`src/rtl/pio_fir_filter.sv`:
```
`default_nettype none
//==============================================================================
// Module      : pio_fir_filter
// Description : Multi-channel sequential FIR (one tap per cycle) behind a
//               toggle-handshake 32-bit PIO command word.
// Revision    : 1.0 - initial release
//==============================================================================
module pio_fir_filter #(
    parameter int DATA_W    = 12,
    parameter int COEF_W    = 12,
    parameter int TAPS      = 8,
    parameter int CHANNELS  = 2,
    parameter int OUT_W     = 16,
    parameter int FRAC_BITS = 8
) (
    input  logic             clk,
    input  logic             reset,
    input  logic [31:0]      inp,
    output logic [OUT_W-1:0] outp,
    output logic             busy,
    output logic             overflow
);

    localparam int RES_W  = OUT_W - 1;
    localparam int PROD_W = DATA_W + COEF_W;
    localparam int ACC_W  = DATA_W + COEF_W + $clog2(TAPS) + 1;
    localparam int TAP_W  = (TAPS > 1) ? $clog2(TAPS) : 1;
    localparam int CH_W   = (CHANNELS > 1) ? $clog2(CHANNELS) : 1;
    localparam int PAY_W  = (DATA_W > COEF_W) ? DATA_W : COEF_W;

    localparam logic [1:0] c_cmd_loadc = 2'b00;
    localparam logic [1:0] c_cmd_push  = 2'b01;
    localparam logic [1:0] c_cmd_clr   = 2'b10;
    localparam logic [1:0] c_cmd_rd    = 2'b11;

    localparam logic [3:0] c_st_idle  = 4'd0;
    localparam logic [3:0] c_st_latch = 4'd1;
    localparam logic [3:0] c_st_loadc = 4'd2;
    localparam logic [3:0] c_st_shift = 4'd3;
    localparam logic [3:0] c_st_mac   = 4'd4;
    localparam logic [3:0] c_st_sat   = 4'd5;
    localparam logic [3:0] c_st_clr   = 4'd6;
    localparam logic [3:0] c_st_rd    = 4'd7;
    localparam logic [3:0] c_st_ack   = 4'd8;

    localparam logic [5:0]       c_taps_lim = 6'(TAPS);
    localparam logic [5:0]       c_ch_lim   = 6'(CHANNELS);
    localparam logic [TAP_W-1:0] c_tap_last = TAP_W'(TAPS - 1);

    localparam logic signed [ACC_W-1:0] c_res_max = {{(ACC_W-RES_W+1){1'b0}}, {(RES_W-1){1'b1}}};
    localparam logic signed [ACC_W-1:0] c_res_min = {{(ACC_W-RES_W+1){1'b1}}, {(RES_W-1){1'b0}}};

    logic                     r_req_meta;
    logic                     r_req_sync;
    logic                     r_req_serviced;
    logic [3:0]               r_state;
    logic [3:0]               w_state_next;
    logic [4:0]               r_idx;
    logic [PAY_W-1:0]         r_payload;
    logic [TAP_W-1:0]         r_tap;
    logic signed [ACC_W-1:0]  r_acc;
    logic signed [COEF_W-1:0] r_coef [TAPS];
    logic signed [DATA_W-1:0] r_x    [CHANNELS][TAPS];
    logic [RES_W-1:0]         r_res  [CHANNELS];
    logic [RES_W-1:0]         r_result;
    logic                     r_ack;
    logic                     r_overflow;

    logic [1:0]               w_in_cmd;
    logic [4:0]               w_in_idx;
    logic                     w_in_valid;
    logic [CH_W-1:0]          w_ch;
    logic [TAP_W-1:0]         w_coef_idx;
    logic signed [DATA_W-1:0] w_x_sel;
    logic signed [COEF_W-1:0] w_coef_sel;
    logic signed [PROD_W-1:0] w_prod;
    logic signed [ACC_W-1:0]  w_prod_ext;
    logic signed [ACC_W-1:0]  w_shifted;
    logic                     w_sat_hi;
    logic                     w_sat_lo;
    logic [RES_W-1:0]         w_sat_val;
    logic                     w_unused;

    assign w_in_cmd   = inp[30:29];
    assign w_in_idx   = inp[28:24];
    assign w_ch       = r_idx[CH_W-1:0];
    assign w_coef_idx = r_idx[TAP_W-1:0];
    assign w_unused   = ^{inp, r_idx};

    assign w_x_sel    = r_x[w_ch][r_tap];
    assign w_coef_sel = r_coef[r_tap];
    assign w_prod     = w_x_sel * w_coef_sel;
    assign w_prod_ext = {{(ACC_W-PROD_W){w_prod[PROD_W-1]}}, w_prod};

    assign w_shifted  = r_acc >>> FRAC_BITS;
    assign w_sat_hi   = (w_shifted > c_res_max);
    assign w_sat_lo   = (w_shifted < c_res_min);
    assign w_sat_val  = w_sat_hi ? c_res_max[RES_W-1:0] :
                        w_sat_lo ? c_res_min[RES_W-1:0] : w_shifted[RES_W-1:0];

    assign outp     = {r_ack, r_result};
    assign busy     = (r_state != c_st_idle);
    assign overflow = r_overflow;

    // Range check is done on the live word so a bad index goes straight to ACK.
    always_comb begin
        w_in_valid = 1'b1;
        case (w_in_cmd)
            c_cmd_loadc: w_in_valid = ({1'b0, w_in_idx} < c_taps_lim);
            c_cmd_push,
            c_cmd_rd:    w_in_valid = ({1'b0, w_in_idx} < c_ch_lim);
            default:     w_in_valid = 1'b1;
        endcase
    end

    always_ff @(posedge clk or posedge reset) begin
        if (reset) begin
            r_req_meta <= 1'b0;
            r_req_sync <= 1'b0;
        end else begin
            r_req_meta <= inp[31];
            r_req_sync <= r_req_meta;
        end
    end

    always_ff @(posedge clk or posedge reset) begin
        if (reset) begin
            r_state <= c_st_idle;
        end else begin
            r_state <= w_state_next;
        end
    end

    always_comb begin
        w_state_next = r_state;
        case (r_state)
            c_st_idle: begin
                if (r_req_sync != r_req_serviced) begin
                    w_state_next = c_st_latch;
                end
            end
            c_st_latch: begin
                if (!w_in_valid) begin
                    w_state_next = c_st_ack;
                end else begin
                    case (w_in_cmd)
                        c_cmd_loadc: w_state_next = c_st_loadc;
                        c_cmd_push:  w_state_next = c_st_shift;
                        c_cmd_clr:   w_state_next = c_st_clr;
                        default:     w_state_next = c_st_rd;
                    endcase
                end
            end
            c_st_shift: w_state_next = c_st_mac;
            c_st_mac: begin
                if (r_tap == c_tap_last) begin
                    w_state_next = c_st_sat;
                end
            end
            c_st_loadc,
            c_st_sat,
            c_st_clr,
            c_st_rd:   w_state_next = c_st_ack;
            c_st_ack:  w_state_next = c_st_idle;
            default:   w_state_next = c_st_idle;
        endcase
    end

    always_ff @(posedge clk or posedge reset) begin
        if (reset) begin
            r_req_serviced <= 1'b0;
            r_idx          <= '0;
            r_payload      <= '0;
            r_tap          <= '0;
            r_acc          <= '0;
            r_result       <= '0;
            r_ack          <= 1'b0;
            r_overflow     <= 1'b0;
            for (int t = 0; t < TAPS; t++) begin
                r_coef[t] <= '0;
            end
            for (int c = 0; c < CHANNELS; c++) begin
                r_res[c] <= '0;
                for (int t = 0; t < TAPS; t++) begin
                    r_x[c][t] <= '0;
                end
            end
        end else begin
            case (r_state)
                c_st_latch: begin
                    r_idx          <= inp[28:24];
                    r_payload      <= inp[PAY_W-1:0];
                    r_req_serviced <= r_req_sync;
                end
                c_st_loadc: begin
                    r_coef[w_coef_idx] <= r_payload[COEF_W-1:0];
                end
                c_st_shift: begin
                    for (int t = TAPS - 1; t > 0; t--) begin
                        r_x[w_ch][t] <= r_x[w_ch][t-1];
                    end
                    r_x[w_ch][0] <= r_payload[DATA_W-1:0];
                    r_acc        <= '0;
                    r_tap        <= '0;
                end
                c_st_mac: begin
                    r_acc <= r_acc + w_prod_ext;
                    if (r_tap != c_tap_last) begin
                        r_tap <= r_tap + TAP_W'(1);
                    end
                end
                c_st_sat: begin
                    r_res[w_ch] <= w_sat_val;
                    r_result    <= w_sat_val;
                    if (w_sat_hi || w_sat_lo) begin
                        r_overflow <= 1'b1;
                    end
                end
                c_st_clr: begin
                    for (int c = 0; c < CHANNELS; c++) begin
                        r_res[c] <= '0;
                        for (int t = 0; t < TAPS; t++) begin
                            r_x[c][t] <= '0;
                        end
                    end
                    r_overflow <= 1'b0;
                    r_result   <= '0;
                end
                c_st_rd: begin
                    r_result <= r_res[w_ch];
                end
                c_st_ack: begin
                    r_ack <= ~r_ack;
                end
                default: ;
            endcase
        end
    end

endmodule
`default_nettype wire
```
`config.mk`:
```
export PLATFORM = sky130hd
export DESIGN_NAME = pio_fir_filter
export DESIGN_NICKNAME = d
export VERILOG_FILES = /design/src/rtl/pio_fir_filter.sv
export SDC_FILE = /design/constraint.sdc
export NUM_CORES = 1
export LEC_CHECK = 0
export BUFFER_PORTS_ARGS = -buffer_cell sky130_fd_sc_hd__buf_2
export CAP_MARGIN = 20
export CORE_ASPECT_RATIO = 1.4
export CORE_MARGIN = 5
export CORE_UTILIZATION = 33
export CTS_CLUSTER_DIAMETER = 60
export DETAILED_ROUTE_END_ITERATION = 16
export SLEW_MARGIN = 20
export SYNTH_ARGS = -nofsm -noshare
export SYNTH_HDL_FRONTEND = slang
export SYNTH_SLANG_ARGS = --single-unit
export TNS_END_PERCENT = 20
```
`constraint.sdc`:
```
create_clock -name clk -period 10.95 [get_ports clk]
set_input_delay 1.095 -clock clk [delete_from_list [all_inputs] [get_ports clk]]
set_output_delay 1.095 -clock clk [all_outputs]
set_load 0.05 [all_outputs]
```
==> flow_summary.ini, run 1 <==
[power]
pwr-share-clk = 0.242
p_leak_nw = 12.41
peakVddDrop_uv = 102.4
p_switching_mw = 2.326
power_frac_seq = 0.353
power.share.combinational = 0.405
p_sw_frac = 0.3967
powerDensity_nw_per_um2 = 225.1
internal_power_mw = 3.537

[floorplan]
start_util = 0.3312
fp.dieH_um = 326.4
core_area_um2 = 71260
dieArea_um2 = 77040
rows = 116
die_w_um = 236.0
ios = 52

[detailed_routing]
ant_nets = 0
routed_via_density = 5.168
wl_per_cell_um = 18.80
drt-initial-drc-count = 818
drt-pass1-iter-count = 5
drc_errors = 0
wl_mm = 54.21
vias = 14900

[timing]
fmax_mhz = 118.4
fin_ws_ns = 2.502
worst_slew_pin_slew_ns = 1.061
finalCriticalPeriod_ns = 8.448
fin_setup_tns_ns = 0
rsz0062_at_grt = no
slew_viol_final = 0
setup_viol = 0
final_hold_viol_count = 0
finalClockSkew_ns = 0.02836
relSlewSlack = 0.2929
finalCritPeriodShare = 0.7715

[critical_path]
cp.arrival_ns = 8.94
crit_required_ns = 11.45
worstSetupPathType = reg2reg
reg2regPathDepth = 23
cp-end-kind = register
crit_path_max_fanout = 53
startpoint_type = register

[clocking]
clock_latency_ns = 0.57
cts_tree = done
numCtsBuffers = 40
htreeDepth = 2
cts_setup_buffers = 0
cts_hold_buf = 0
cts_buffer_depth = 3
clock_sinks = 388
cts_resized = 0
clkTransAtPathRegs_ns = 0.07
cts_root_buf = clkbuf_16

[global_routing]
grt_pass1_wl_mm = 89.06
antenna_found_initial = 2
overflow = 0
first_global_vias = 16280
track_usage = 0.1406
grt_max_degree = 93

[yosys]
synth_largest_area_cell = dfrtp_1
synth-edff-count = 0
synth_cell_types = 57
postSynth.asyncResetShare = 1.000
synth-seq-cells = 388
yosys_most_used_dff = dfrtp_1
seq_area_frac_synth = 0.4114
netlist.area_leader.share = 0.4114
synthTopCellsByArea = dfrtp_1, fa_1, mux4_2
yosysWarnings = 0
syn_inst = 1930
netlist_area_um2 = 23600
synth.net_count = 2220
syn_avg_cell_area_um2 = 12.23

[place]
io_buffers = 39
gp_congestion = 0.8004
pre_cts_slack_ns = 2.449
hpwl_mm = 38.24

[layout]
fin_nets = 2197
final_common_cell = dfrtp_1
drive_above_1_share = 0.1950
area_delta_synth_final_pct = 10.36
fillers = 6773
utilization = 0.3655
final_cell_mix = dfrtp_1, inv_1, a22o_1

[hold_path]
min_path_type = reg2reg
holdPathStages = 0

[run]
max_cap_violations = 0

[run_status]
outcome = finished clean
logic make-up after synthesis:
group / count (synthesis) / share of synthesized area
flops: 388 / 0.4114
mux: 228 / 0.1468
simple gates: 319 / 0.06383
compound gates: 371 / 0.1157
fa+ha+maj: 256 / 0.1927
buf+inv: 342 / 0.05991
xor+xnor: 26 / 0.009649
through the flow:
stage	hold WS, ns	std cells	area, um2	power (mW)
detailed placement	0.3395	2809	24670	4.504
finish	0.3499	2883	26050	5.863
floorplan	0.3312	1930	23600	3.813
global route	0.3652	2882	26040	6.286
CTS	0.3539	2882	26030	5.954
global placement	0.3361	2809	24660	4.420
final timing paths:
check | from | end | slack [ns]
max | r_idx[0] | r_acc[24] | 2.50
min | r_req_meta | r_req_sync | 0.35
max reg2reg | r_idx[0] | r_acc[24] | 2.50
min reg2reg | r_req_meta | r_req_sync | 0.35
max in group asynchronous | reset | r_payload[6] | 8.13
min in group asynchronous | reset | r_acc[27] | 0.70
synth_stat cells (all sizes together) (11+ instances only):
master / count
mux4: 81
xnor2: 16
nand2b: 20
nor2b: 53
nand2: 143
a21o: 11
inv: 207
a22o: 198
clkbuf: 64
mux2i: 12
buf: 71
dfrtp: 388
nor2: 55
fa: 179
nand3: 14
a21oi: 34
o21ai: 98
mux2: 135
ha: 77
metal layers:
layer	vias to the layer above	GRT usage	part of all wire
met4	2	0.03939	0.025
li1	6625	-	-
met5	-	0	0.00024
met2	218	0.2719	0.56
met3	72	0.01402	0.026
met1	7983	0.1643	0.39
cell type report:
type	instances	area, um2	area share
multi-input combinational	1200	12560	0.4823
sequential	388	9718	0.3731
tap	944	1181	0.04535
clock buffer	53	1100	0.04222
inverter	207	780.7	0.02998
timing repair buffer	70	435.4	0.01672
clock inverter	20	265.3	0.01018
antenna	1	2.502	0.00009608
power groups by stage:
stage          logic (mW)  registers (mW)  clock network, mW
2_1_floorplan        1.92            1.90                  0
3_3_place_gp         2.34            2.08                  0
3_5_place_dp         2.40            2.10                  0
4_1_cts              2.42            2.08               1.46
5_1_grt              2.67            2.11               1.50
6_report             2.38            2.07               1.42
critical path, cell delays in order (launching register included):
cell and delay, ns:
dfrtp_4 1.07, buf_4 0.47, mux4_2 0.54, mux2_2 0.27, o21ai_1 0.79, nor2b_1 0.14
fa_1 0.52, inv_1 0.05, fa_1 0.53, inv_1 0.06, fa_1 0.51, fa_1 0.44
fa_1 0.49, inv_1 0.05, fa_1 0.49, inv_1 0.04, ha_1 0.34, a21o_1 0.20
a21oi_1 0.14, a2bb2oi_1 0.33, a21oi_1 0.11, a21oi_1 0.32, mux2_2 0.38, nand2_1 0.05
state kept, by name (all words and copies together) (netlist names):
name            flops
r_ack               1
r_result           15
r_res              30
r_req_serviced      1
r_idx               3
r_acc              28
r_coef             96
overflow            1
r_req_sync          1
r_payload          12
r_state             4
r_req_meta          1
r_tap               3
r_x               192
No activity file was read; power rests on OpenSTA's default activity.
==> inputs of run 2 (changes only) <==
Clock period 10.95 ns to 8.25 ns, I/O delays scaled along.
==> flow_summary.ini, run 2 (synthesis results as in run 1) <==
[run_status]
outcome = finished clean

[timing]
finalCriticalPeriod_ns = 7.683
slew_viol_final = 0
relSlewSlack = 0.2982
finalCritPeriodShare = 0.9312
finalClockSkew_ns = 0.02195
rsz0062_at_grt = no
worst_slew_pin_slew_ns = 1.053
final_hold_viol_count = 0
fin_setup_tns_ns = 0
fmax_mhz = 130.2
setup_viol = 0

[layout]
fin_nets = 2208
regMostFlops = r_x
drive_above_1_share = 0.1983
fillers = 6769
final_cell_mix = dfrtp_1, inv_1, a22o_1
area_delta_synth_final_pct = 10.76
reg_top3 = r_x x192, r_coef x96, r_res x30
final_common_cell = dfrtp_1
largest_reg_flops = 192

[clocking]
clkTransAtPathRegs_ns = 0.07
cts_setup_buffers = 0
cts_hold_buf = 0
cts_root_buf = clkbuf_16
clock_sinks = 388
clock_latency_ns = 0.56
numCtsBuffers = 38
cts_tree = done
htreeDepth = 2
cts_buffer_depth = 3
cts_resized = 0

[power]
powerDensity_nw_per_um2 = 296.8
p_leak_nw = 12.48
peakVddDrop_uv = 140.7
power_mw = 7.758

[critical_path]
slowest_stage = dfrtp_4
worstSetupPathType = reg2reg
crit_path_max_fanout = 28
startpoint_type = register
worstPathBufferInverterCount = 5
crit_required_ns = 8.73
cpPeakStageDelay_ns = 0.77
path_common_cell = fa_1
crit_family = adder cells
cp-end-kind = register
crit_chain = buf_4 -> mux4_2 -> mux4_2 -> nor2b_1 -> fa_1 -> inv_1 -> fa_1 -> inv_1 -> fa_1 -> fa_1 -> fa_1 -> inv_1 -> fa_1 -> inv_1 -> ha_1 -> a21o_1 -> a21oi_1 -> a2bb2oi_1 -> a21oi_1 -> a21oi_1 -> mux2_2 -> nand2_1
cp.arrival_ns = 8.16

[global_routing]
grt.busiest_layer = met2
track_usage = 0.1410
antenna_found_initial = 5
gr-usage-met1 = 0.1701
met2_usage = 0.2566
grt_pass1_wl_mm = 89.64
gr-usage-met3 = 0.01816
overflow = 0
grt_max_degree = 172
first_global_vias = 16260

[place]
hpwl_mm = 37.93
gp_congestion = 0.8133
io_buffers = 39

[hold_path]
min_path_type = reg2reg

[detailed_routing]
routed_via_density = 5.160
ant_nets = 0
drc_errors = 0
drt-pass1-iter-count = 5
vias = 14930
wl_mm = 54.30
wl_per_cell_um = 18.76
drt-initial-drc-count = 810

[floorplan]
dieArea_um2 = 77040
start_util = 0.3312
rows = 116
ios = 52
die_w_um = 236.0
core_area_um2 = 71260
fp.dieH_um = 326.4

[run]
max_cap_violations = 0
[run 2: cell count changes in the layout (fill, tap and decap cells not counted), sizes merged]
cell	previous run	this run
buf	70	83
bufinv	4	3
clkbuf	53	54
diode	1	3
inv	211	207
[run 2: routing by layer]
| layer | up-vias | part of all wire |
|---|---|---|
| met2 | 246 | 0.54 |
| met5 | - | 0.00024 |
| met1 | 7961 | 0.39 |
| met3 | 90 | 0.032 |
| met4 | 2 | 0.038 |
| li1 | 6633 | - |
[run 2: cell type report]
class	count	area, um2	share of cell area
Timing Repair Buffer	83	595.6	0.02278
Multi-Input combinational cell	1200	12550	0.4802
Clock buffer	54	1122	0.04294
Clock inverter	15	181.4	0.006941
Antenna cell	3	7.507	0.0002872
Sequential cell	388	9718	0.3718
Inverter	207	780.7	0.02987
Tap cell	944	1181	0.04519
[run 2: report_power, final]
part	internal [mW]	switching, mW
Clock	1.05	0.762
Sequential	2.27	0.436
Combinational	1.38	1.86
Total	4.70	3.06
[run 2: through the flow]
| stage | instances | util | hold WS [ns] | cell area, um2 | setup WS (ns) |
|---|---|---|---|---|---|
| 2_1_floorplan | 1930 | - | 0.3312 | 23600 | 1.352 |
| 3_3_place_gp | 2821 | 0.3478 | 0.3352 | 24790 | 0.6583 |
| 3_5_place_dp | 2821 | 0.3480 | 0.3356 | 24800 | 0.5968 |
| 4_1_cts | 2890 | 0.3662 | 0.3498 | 26100 | 0.5585 |
| 5_1_grt | 2891 | 0.3667 | 0.3555 | 26130 | 0.1880 |
| 6_report | 2894 | 0.3668 | 0.3482 | 26140 | 0.5674 |
[run 2: final timing paths]
kind	from	end	slack (ns)	cells past startpoint
min	r_req_meta	r_req_sync	0.35	0
max in group asynchronous	reset	r_x[46]	6.21	4
min reg2reg	r_req_meta	r_req_sync	0.35	0
max reg2reg	r_idx[0]	r_acc[24]	0.57	22
min in group asynchronous	reset	r_ack	0.54	3
max	r_idx[0]	r_acc[24]	0.57	22
